### src/rtl/router_rx_pkg.sv
// ============================================================================
// Module   : router_rx_pkg
// Brief    : Shared types for the router receive port (FSM states, FIFO word).
// Revision : 1.0 - initial release
// ============================================================================
`default_nettype none

package router_rx_pkg;

    localparam int BYTE_W = 8;

    typedef enum logic [1:0] {
        RESYNC = 2'd0,
        IDLE   = 2'd1,
        RECV   = 2'd2,
        EOP    = 2'd3
    } rx_state_e;

    typedef struct packed {
        logic [BYTE_W-1:0] data;
        logic              sop;
        logic              eop;
        logic              err;
    } rx_entry_t;

endpackage

`default_nettype wire

### src/rtl/router_rx_fifo.sv
// ============================================================================
// Module   : router_rx_fifo
// Brief    : First-word-fall-through FIFO of rx_entry_t with wrap-bit pointers.
// Revision : 1.0 - initial release
// ============================================================================
`default_nettype none

module router_rx_fifo
    import router_rx_pkg::*;
#(
    parameter int DEPTH = 8
) (
    input  logic      clk,
    input  logic      rst_n,
    input  logic      push,
    input  rx_entry_t wdata,
    input  logic      pop,
    output rx_entry_t rdata,
    output logic      full,
    output logic      empty
);

    localparam int c_ADDR_W = $clog2(DEPTH);

    rx_entry_t             r_mem [DEPTH];
    logic [c_ADDR_W:0]     r_wr_ptr;
    logic [c_ADDR_W:0]     r_rd_ptr;
    logic                  w_do_push;
    logic                  w_do_pop;

    assign empty = (r_wr_ptr == r_rd_ptr);
    assign full  = (r_wr_ptr[c_ADDR_W] != r_rd_ptr[c_ADDR_W]) &&
                   (r_wr_ptr[c_ADDR_W-1:0] == r_rd_ptr[c_ADDR_W-1:0]);

    // A same-cycle pop frees the head slot, so a push while full still lands.
    assign w_do_pop  = pop & ~empty;
    assign w_do_push = push & (~full | w_do_pop);

    always_ff @(posedge clk or negedge rst_n) begin
        if (!rst_n) begin
            r_wr_ptr <= '0;
            r_rd_ptr <= '0;
        end else begin
            if (w_do_push) r_wr_ptr <= r_wr_ptr + 1'b1;
            if (w_do_pop)  r_rd_ptr <= r_rd_ptr + 1'b1;
        end
    end

    always_ff @(posedge clk) begin
        if (w_do_push) r_mem[r_wr_ptr[c_ADDR_W-1:0]] <= wdata;
    end

    assign rdata = empty ? '0 : r_mem[r_rd_ptr[c_ADDR_W-1:0]];

endmodule

`default_nettype wire

### src/rtl/router_rx_port.sv
// ============================================================================
// Module   : router_rx_port
// Brief    : Serial router output deserialiser with tagged FWFT byte queue.
//            Optional statistics counters enabled by ROUTER_RX_STATS_EN.
// Revision : 1.0 - initial release
// ============================================================================
`default_nettype none

module router_rx_port
    import router_rx_pkg::*;
#(
    parameter int FIFO_DEPTH = 8,
    parameter int CNT_W      = 16
) (
    input  logic              clock,
    input  logic              reset_n,
    input  logic              dout,
    input  logic              valido_n,
    input  logic              frameo_n,
    output logic [BYTE_W-1:0] byte_data,
    output logic              byte_sop,
    output logic              byte_eop,
    output logic              byte_err,
    output logic              byte_valid,
    input  logic              byte_ready,
    output logic              runt,
    input  logic              ovf_clr,
`ifdef ROUTER_RX_STATS_EN
    output logic [CNT_W-1:0]  pkt_cnt,
    output logic [CNT_W-1:0]  err_cnt,
`endif
    output logic              overflow
);

    rx_state_e         r_state, w_state_nx;
    logic [BYTE_W-1:0] r_shift, w_shift_nx;
    logic [3:0]        r_bitcnt, w_cnt_nx;
    rx_entry_t         r_hold, w_hold_nx;
    logic              r_hold_vld, w_hold_vld_nx;
    logic              r_sop_done, w_sop_done_nx;
    logic              r_runt, w_runt;
    logic              r_overflow;
    logic              w_push;
    rx_entry_t         w_push_data;
    rx_entry_t         w_head;
    logic              w_full, w_empty, w_pop, w_drop;

    always_ff @(posedge clock or negedge reset_n) begin
        if (!reset_n) r_state <= RESYNC;
        else          r_state <= w_state_nx;
    end

    always_comb begin
        w_state_nx    = r_state;
        w_shift_nx    = r_shift;
        w_cnt_nx      = r_bitcnt;
        w_hold_nx     = r_hold;
        w_hold_vld_nx = r_hold_vld;
        w_sop_done_nx = r_sop_done;
        w_push        = 1'b0;
        w_push_data   = r_hold;
        w_runt        = 1'b0;
        case (r_state)
            RESYNC: begin
                if (frameo_n) w_state_nx = IDLE;
            end
            IDLE: begin
                if (!frameo_n) begin
                    w_state_nx = RECV;
                    if (!valido_n) begin
                        w_shift_nx[0] = dout;
                        w_cnt_nx      = 4'd1;
                    end
                end
            end
            RECV: begin
                if (!valido_n) begin
                    w_shift_nx[r_bitcnt[2:0]] = dout;
                    w_cnt_nx                  = r_bitcnt + 4'd1;
                end
                // Full byte or trailing partial byte: older held byte goes out first.
                if (w_cnt_nx == 4'd8 || (frameo_n && w_cnt_nx != 4'd0)) begin
                    w_push        = r_hold_vld;
                    w_hold_nx     = '{data: w_shift_nx, sop: ~r_sop_done, eop: 1'b0,
                                      err: (w_cnt_nx != 4'd8)};
                    w_hold_vld_nx = 1'b1;
                    w_sop_done_nx = 1'b1;
                    w_cnt_nx      = 4'd0;
                    w_shift_nx    = '0;
                end
                if (frameo_n) w_state_nx = EOP;
            end
            EOP: begin
                w_push          = r_hold_vld;
                w_push_data.eop = 1'b1;
                w_runt          = ~r_hold_vld;
                w_hold_vld_nx   = 1'b0;
                w_sop_done_nx   = 1'b0;
                w_cnt_nx        = 4'd0;
                w_shift_nx      = '0;
                w_state_nx      = frameo_n ? IDLE : RECV;
            end
            default: w_state_nx = RESYNC;
        endcase
    end

    always_ff @(posedge clock or negedge reset_n) begin
        if (!reset_n) begin
            r_shift    <= '0;
            r_bitcnt   <= '0;
            r_hold     <= '0;
            r_hold_vld <= 1'b0;
            r_sop_done <= 1'b0;
            r_runt     <= 1'b0;
            r_overflow <= 1'b0;
        end else begin
            r_shift    <= w_shift_nx;
            r_bitcnt   <= w_cnt_nx;
            r_hold     <= w_hold_nx;
            r_hold_vld <= w_hold_vld_nx;
            r_sop_done <= w_sop_done_nx;
            r_runt     <= w_runt;
            r_overflow <= ovf_clr ? 1'b0 : (r_overflow | w_drop);
        end
    end

    router_rx_fifo #(
        .DEPTH (FIFO_DEPTH)
    ) u_fifo (
        .clk   (clock),
        .rst_n (reset_n),
        .push  (w_push),
        .wdata (w_push_data),
        .pop   (w_pop),
        .rdata (w_head),
        .full  (w_full),
        .empty (w_empty)
    );

    assign w_pop  = ~w_empty & byte_ready;
    assign w_drop = w_push & w_full & ~w_pop;

    assign byte_valid = ~w_empty;
    assign byte_data  = w_head.data;
    assign byte_sop   = w_head.sop;
    assign byte_eop   = w_head.eop;
    assign byte_err   = w_head.err;
    assign runt       = r_runt;
    assign overflow   = r_overflow;

`ifdef ROUTER_RX_STATS_EN
    localparam logic [CNT_W-1:0] c_CNT_MAX = '1;

    logic [CNT_W-1:0] r_pkt_cnt, r_err_cnt;
    logic [1:0]       w_err_inc;
    logic [CNT_W:0]   w_err_sum;

    assign w_err_inc = 2'(w_push & w_push_data.err) + 2'(w_runt) + 2'(w_drop);
    assign w_err_sum = {1'b0, r_err_cnt} + (CNT_W+1)'(w_err_inc);

    always_ff @(posedge clock or negedge reset_n) begin
        if (!reset_n) begin
            r_pkt_cnt <= '0;
            r_err_cnt <= '0;
        end else begin
            if (w_push && w_push_data.eop && r_pkt_cnt != c_CNT_MAX)
                r_pkt_cnt <= r_pkt_cnt + 1'b1;
            r_err_cnt <= w_err_sum[CNT_W] ? c_CNT_MAX : w_err_sum[CNT_W-1:0];
        end
    end

    assign pkt_cnt = r_pkt_cnt;
    assign err_cnt = r_err_cnt;
`else
    logic w_unused_cnt_w;
    assign w_unused_cnt_w = |CNT_W;
`endif

endmodule

`default_nettype wire

### config.mk
export PLATFORM = sky130hd
export DESIGN_NAME = router_rx_port
export DESIGN_NICKNAME = d
export VERILOG_FILES = /design/src/rtl/router_rx_pkg.sv /design/src/rtl/router_rx_fifo.sv /design/src/rtl/router_rx_port.sv
export SDC_FILE = /design/constraint.sdc
export NUM_CORES = 1
export LEC_CHECK = 0
export BUFFER_PORTS_ARGS = -buffer_cell sky130_fd_sc_hd__buf_2
export CORE_ASPECT_RATIO = 0.9
export CORE_MARGIN = 2
export CORE_UTILIZATION = 40
export DETAILED_ROUTE_END_ITERATION = 6
export GPL_TIMING_DRIVEN = 0
export PLACE_DENSITY_LB_ADDON = 0.05
export SLEW_MARGIN = 5
export SYNTH_ARGS = -nofsm -noshare
export SYNTH_HDL_FRONTEND = slang
export SYNTH_SLANG_ARGS = --single-unit
### constraint.sdc
create_clock -name clock -period 7.3 [get_ports clock]
set_input_delay 1.46 -clock clock [delete_from_list [all_inputs] [get_ports clock]]
set_output_delay 1.46 -clock clock [all_outputs]
set_load 0.005 [all_outputs]
Yosys cells after proc, flatten, opt, wreduce, memory -nomap -nowiden
Memories as Yosys holds them, arrays and structs flattened.
Cells that the tools add are included.
W data, S select, Z words.
- flip-flop bits (word level): 35
- memory bits (writable): 88
- memories kept: 1
- $add $sub $neg: 3
- magnitude comparators: 2
- equality and inequality tests: 13
- multiplexer cells: 30
- bitwise gates (word level): 11
- reductions and logical operators: 12
- memories (name ; depth ; width ; read ports ; clocked after Yosys merged registers in ; wr ports ; line ; source):
    u_fifo.r_mem ; 8 ; 11 ; 1 ; 0 ; 1 ; router_rx_fifo.sv:25 ; rx_entry_t r_mem [DEPTH];
- operators by type and width (operator ; number):
    $mux W4 ; 5
    $mux W8 ; 2
    $pmux W7 S2 ; 1
    $add A4 B1 Y4 const B ; 3
    $pmux W4 S3 ; 1
    $mux W11 ; 1
    $mux W1 ; 10
    $ne A2 B2 Y1 const B ; 5
    $bwmux W8 ; 1
    $mux W2 ; 4
    $pmux W2 S4 ; 1
    $reduce_and A3 Y1 ; 2
    $and A1 B1 Y1 ; 5
    $eq A2 B2 Y1 const B ; 2
    $eq A4 B4 Y1 ; 1
    $eq A4 B4 Y1 const B ; 1
    $lt A3 B4 Y1 const B ; 1
    $ne A4 B4 Y1 const B ; 1
    $not A1 Y1 ; 4
    $pmux W1 S2 ; 2
    $reduce_and A2 Y1 ; 2
    $reduce_bool A4 Y1 ; 1
    $demux W1 S3 ; 1
    $eq A3 B3 Y1 ; 1
    10 further kinds ; 13

Depth between registers and ports, before layout
- depth in word-level cells: 12
- gate-level depth with buffers: 7
- gate-level depth less buffers: 6

Hierarchy
From an unflattened synthesis, not the netlist that was laid out.
- cell total of the unflattened synthesis: 353
- area, all modules: 5482.8 sq um
- modules (own cells, without submodules) (module ; times used ; cells an instance ; area an instance (sq um) ; sequential area each (sq um)):
    router_rx_fifo ; 1 ; 200 ; 3897.5 ; 2842.7
    router_rx_port ; 1 ; 153 ; 1585.3 ; 675.6

Worst setup path after synthesis
No wires, ideal clock.
- kind: input port to flip-flop
- start point: in valido_n
- end point: mem u_fifo.r_mem[4][0] (netlist bit), enable pin
- library setup time: 0.412 ns
- arrival time: 3.675 ns
- path slack: 3.212 ns
- cell stages on the path: 5
- path buffers: 0
- cell sequence: nand4b_1 > xor2_2 > a21oi_4 > o2111ai_4 > nor4b_1
- longest elaborated chain between the ends: 10
- ends and longest elaborated chain (element ; line ; source):
    start: declaration ; router_rx_port.sv:18 ; input logic valido_n,
    $mux W4 * ; router_rx_port.sv:77 ; if (!valido_n) begin
    $mux W4 * ; router_rx_port.sv:63 ; case (r_state)
    $reduce_bool A4 Y1 ; router_rx_port.sv:82 ; if (w_cnt_nx == 4'd8 || (frameo_n && w_cnt_nx != 4'd0)) begin
    $logic_and A1 B1 Y1 ; router_rx_port.sv:82 ;
    $logic_or A1 B1 Y1 * ; router_rx_port.sv:82 ;
    $mux W1 * ; router_rx_port.sv:82 ;
    $pmux W1 S2 * ; router_rx_port.sv:63 ;
    $and A1 B1 Y1 * ; router_rx_fifo.sv:37 ; assign w_do_push = push & (~full | w_do_pop);
    $mux W1 * ; router_rx_fifo.sv:50 ; if (w_do_push) r_mem[r_wr_ptr[c_ADDR_W-1:0]] <= wdata;
    $mux W1 (not written as such) * ; router_rx_fifo.sv:50 ;
    end: declaration ; router_rx_fifo.sv:25 ;
Mark *: on every way between the ends. The rest lies on a longest branch, timed or not. The select of a mux whose other input is x is not followed.

Worst setup path after layout
- start point: reg u_fifo.r_rd_ptr[1]
- end point: out byte_err
- longest elaborated chain between the ends: 2
- ends and longest elaborated chain (element ; line ; source):
    start: declaration ; router_rx_fifo.sv:27 ; logic [c_ADDR_W:0] r_rd_ptr;
    start signal: assignment ; router_rx_fifo.sv:45 ; if (w_do_pop) r_rd_ptr <= r_rd_ptr + 1'b1;
    $mem_v2 Z8 W11 or $eq A4 B4 Y1 (tied branches) ; -- ;
    $mux W11 * ; router_rx_fifo.sv:53 ; assign rdata = empty ? '0 : r_mem[r_rd_ptr[c_ADDR_W-1:0]];
    end: declaration ; router_rx_port.sv:23 ; output logic byte_err,
Mark *: on every way between the ends. The rest lies on a longest branch, timed or not.

==> flow_summary.json <==
{
  "status": "finished, final reports clean",
  "synthSimpleGateAreaFrac_pct": 7.38,
  "cts_tree": "done",
  "critPathSlowestCell": "clkbuf_1",
  "timing.final.crit_share_pct": 56.0,
  "cts_post_setup_buffers_inserted": 0,
  "mostFrequentLayoutCells": "88 x edfxtp_1, 35 x dfrtp_1, 32 x nor2_1",
  "crit_top_cell": "clkbuf_1",
  "place_congestion": 0.800,
  "synth-seq-cells": 123,
  "hp-class": "reg2reg",
  "nets": 399,
  "multi_input_area_sq_um": 1580,
  "start_util_pct": 41.0,
  "slowest_delay_ps": 690,
  "ir_worst_vdd_v": 0.000181,
  "crit_arrival_ps": 2630,
  "cts_buffers": 17,
  "grt_max_degree": 36,
  "criticalPathCategory": "reg2out",
  "r2r_slack_ps": 4160,
  "die-width_microns": 124,
  "path_cells": "clkbuf_1, clkbuf_1, mux4_2, mux2i_1, nor2_1, buf_2",
  "worstMarginPinSlew_ps": 1010,
  "cts_sinks": 123,
  "syn_inst": 340,
  "dp_hpwl_microns": 7400,
  "final_hold_viol_count": 0,
  "rows": 39,
  "synth_cell_types": 47,
  "cts_max_path_buffers": 2,
  "syn_area_per_cell_sq_um": 15.3,
  "maxSlewHeadroom_pct": 32.5,
  "slew_viol_final": 0,
  "post_cts_resize_count": 0,
  "whs_endpoint": "u_fifo.r_rd_ptr[3]",
  "cp_max_fo": 10,
  "cts_root_buf": "clkbuf_16",
  "drt-pass1-iter-count": 4,
  "min_from": "u_fifo.r_rd_ptr[3]",
  "drive_above_1_share_pct": 25.4,
  "clk_latency_ps": 410,
  "skew_ps": 6.95,
  "end_kind": "output port",
  "synth-xor-area-share_pct": 2.16,
  "finalSetupTns_ps": 0,
  "final_common_cell": "edfxtp_1",
  "critPathRequiredTime_ps": 5840,
  "synthArstFlopShare_pct": 28.5,
  "yosysTopAreaCell": "edfxtp_1",
  "grt_util_all_layers_pct": 17.5,
  "ff_latch_area_sq_um": 3520,
  "p_leak_uw": 0.00228,
  "ys_seq_area_share_pct": 67.4,
  "vias": 2939,
  "synth_area_sq_um": 5220,
  "reg2reg_to": "u_fifo.r_mem[6][6]",
  "rsz0062_at_grt": "false",
  "synth_fp_nets": 350,
  "synth_top_family_by_area": "multiplexers",
  "final.min_clock_period_ps": 4090,
  "timing.max_cap.violations": 0,
  "setup_viol_count_final": 0,
  "ys.flop_type": "edfxtp_1",
  "holdWs_ps": 494,
  "max_freq_mhz": 245,
  "drtIter0Drc": 195,
  "antenna_found_initial": 0,
  "synth_fa_ha_area_share_pct": 0.719,
  "globalRoute.totalOverflow": 0,
  "clk_pin_slew_ps": 50,
  "reg2reg_depth": 8,
  "yosys_warnings": 0,
  "core_area_sq_um": 12700,
  "startpoint_type": "flip-flop",
  "synth_edf_count": 88,
  "die-area_sq_um": 14000,
  "io_pins": 21,
  "grt_pass1_vias": 2971,
  "drtAntennaViolNets": 0,
  "synth_compound_area_share_pct": 6.47,
  "fp.dieH_microns": 112,
  "hold_path_depth": 1,
  "hold_buffers": 0,
  "fill_cells": 1124,
  "pwr_density_cell_nw_per_um2": 387,
  "synth_top_area_share_pct": 50.6,
  "h-tree-depth": 4,
  "io_buffer_count": 19,
  "area_delta_synth_final_pct": 20.2,
  "synthMuxAreaShare_pct": 12.7,
  "routedWlPerCell_microns": 19.5,
  "r2r-start": "r_bitcnt[0]",
  "n_antenna_cell": 0,
  "routed_wl_microns": 11100,
  "drcViolationCount": 0,
  "synth_top_cells_by_area": "edfxtp_1 51%, dfrtp_1 17%, mux4_2 9.5%, mux2i_1 2.5%, nor2_1 2.3%",
  "viasPerCell": 5.19,
  "grt_pass1_wl_microns": 17600
}
critical path, delay by kind of cell, from the launching register on:
kind / cells / cell delay, ps
multiplexers: 2 / 610
buffers and inverters: 3 / 1200
AND/OR/NAND/NOR: 1 / 60
flip-flops: 1 / 340
power by group:
group	internal [uW]	leakage, uW	switching [uW]
combinational	283	0.000759	332
clock	603	0.000297	280
sequential	865	0.00122	66.9
worst max path at each step:
stage,from,to,cells past startpoint
floorplan,valido_n,u_fifo.r_mem[4][0],5
global placement,valido_n,u_fifo.r_mem[4][6],6
detailed placement,valido_n,u_fifo.r_mem[6][6],8
CTS,u_fifo.r_wr_ptr[0],byte_data[2],7
global route,u_fifo.r_wr_ptr[0],byte_data[2],7
finish,u_fifo.r_rd_ptr[1],byte_err,6
metal layers:
layer,up-vias,routed length [microns],global-route usage (%)
met5,-,0,0
met4,0,93,6.89
met3,8,545,5.29
met2,66,5130,25.3
met1,1484,5280,24.9
li1,1381,-,-
cell type report:
cell class	instances	area share [%]
timing repair buffer	30	3.01
tap	164	3.27
clock buffer	23	7.14
inverter	15	0.898
sequential	123	56.1
multi-input combinational	179	25.1
buffer	23	1.72
clock inverter	9	2.73
synthesized netlist by cell type, types with 2 or more instances:
library cell  count
clkbuf_1         13
ha_1              3
mux2i_1          13
nor3_1           11
nand2b_1          6
nand3_1           3
buf_4             2
mux2_2            2
nor2_1           32
a21o_1            2
and3_1            2
nor4_1            3
xnor2_1           8
dfrtp_1          35
buf_1             2
buf_2             5
a21oi_1          19
and2_1            2
edfxtp_1         88
o22ai_1           7
nor4b_1           2
inv_1            15
mux4_2           22
o211ai_1          2
xor2_1            3
o21ai_0           5
nand2_1          13
cell families (layout without fill, tap and decap cells):
family                   count (synthesis)  in the layout
adder cells (fa/ha/maj)                  3              3
multiplexers                            38             38
flip-flops                             123            123
buffers and inverters                   38            100
XOR/XNOR                                12             12
AO/OA/AOI/OAI                           46             46
AND/OR/NAND/NOR                         80             80
registers in the layout (all words and copies together), names as in the netlist:
register and cells:
u_fifo.r_mem 88, r_hold 10, r_shift 8, r_bitcnt 4
u_fifo.r_rd_ptr 4, u_fifo.r_wr_ptr 4, r_state 2, overflow 1
r_sop_done 1, runt 1
stage by stage:
| step | area (sq um) | total power [uW] | cells | utilization [%] | setup slack (ps) |
|---|---|---|---|---|---|
| floorplan | 5220 | 1350 | 340 | - | 3210 |
| global placement | 5520 | 1550 | 523 | 43.3 | 1260 |
| detailed placement | 5650 | 1570 | 534 | 44.4 | 3090 |
| CTS | 6270 | 2460 | 566 | 49.2 | 3140 |
| global route | 6270 | 2560 | 566 | 49.2 | 2940 |
| finish | 6270 | 2430 | 566 | 49.2 | 3210 |
No activity file was read; power rests on OpenSTA's default activity.
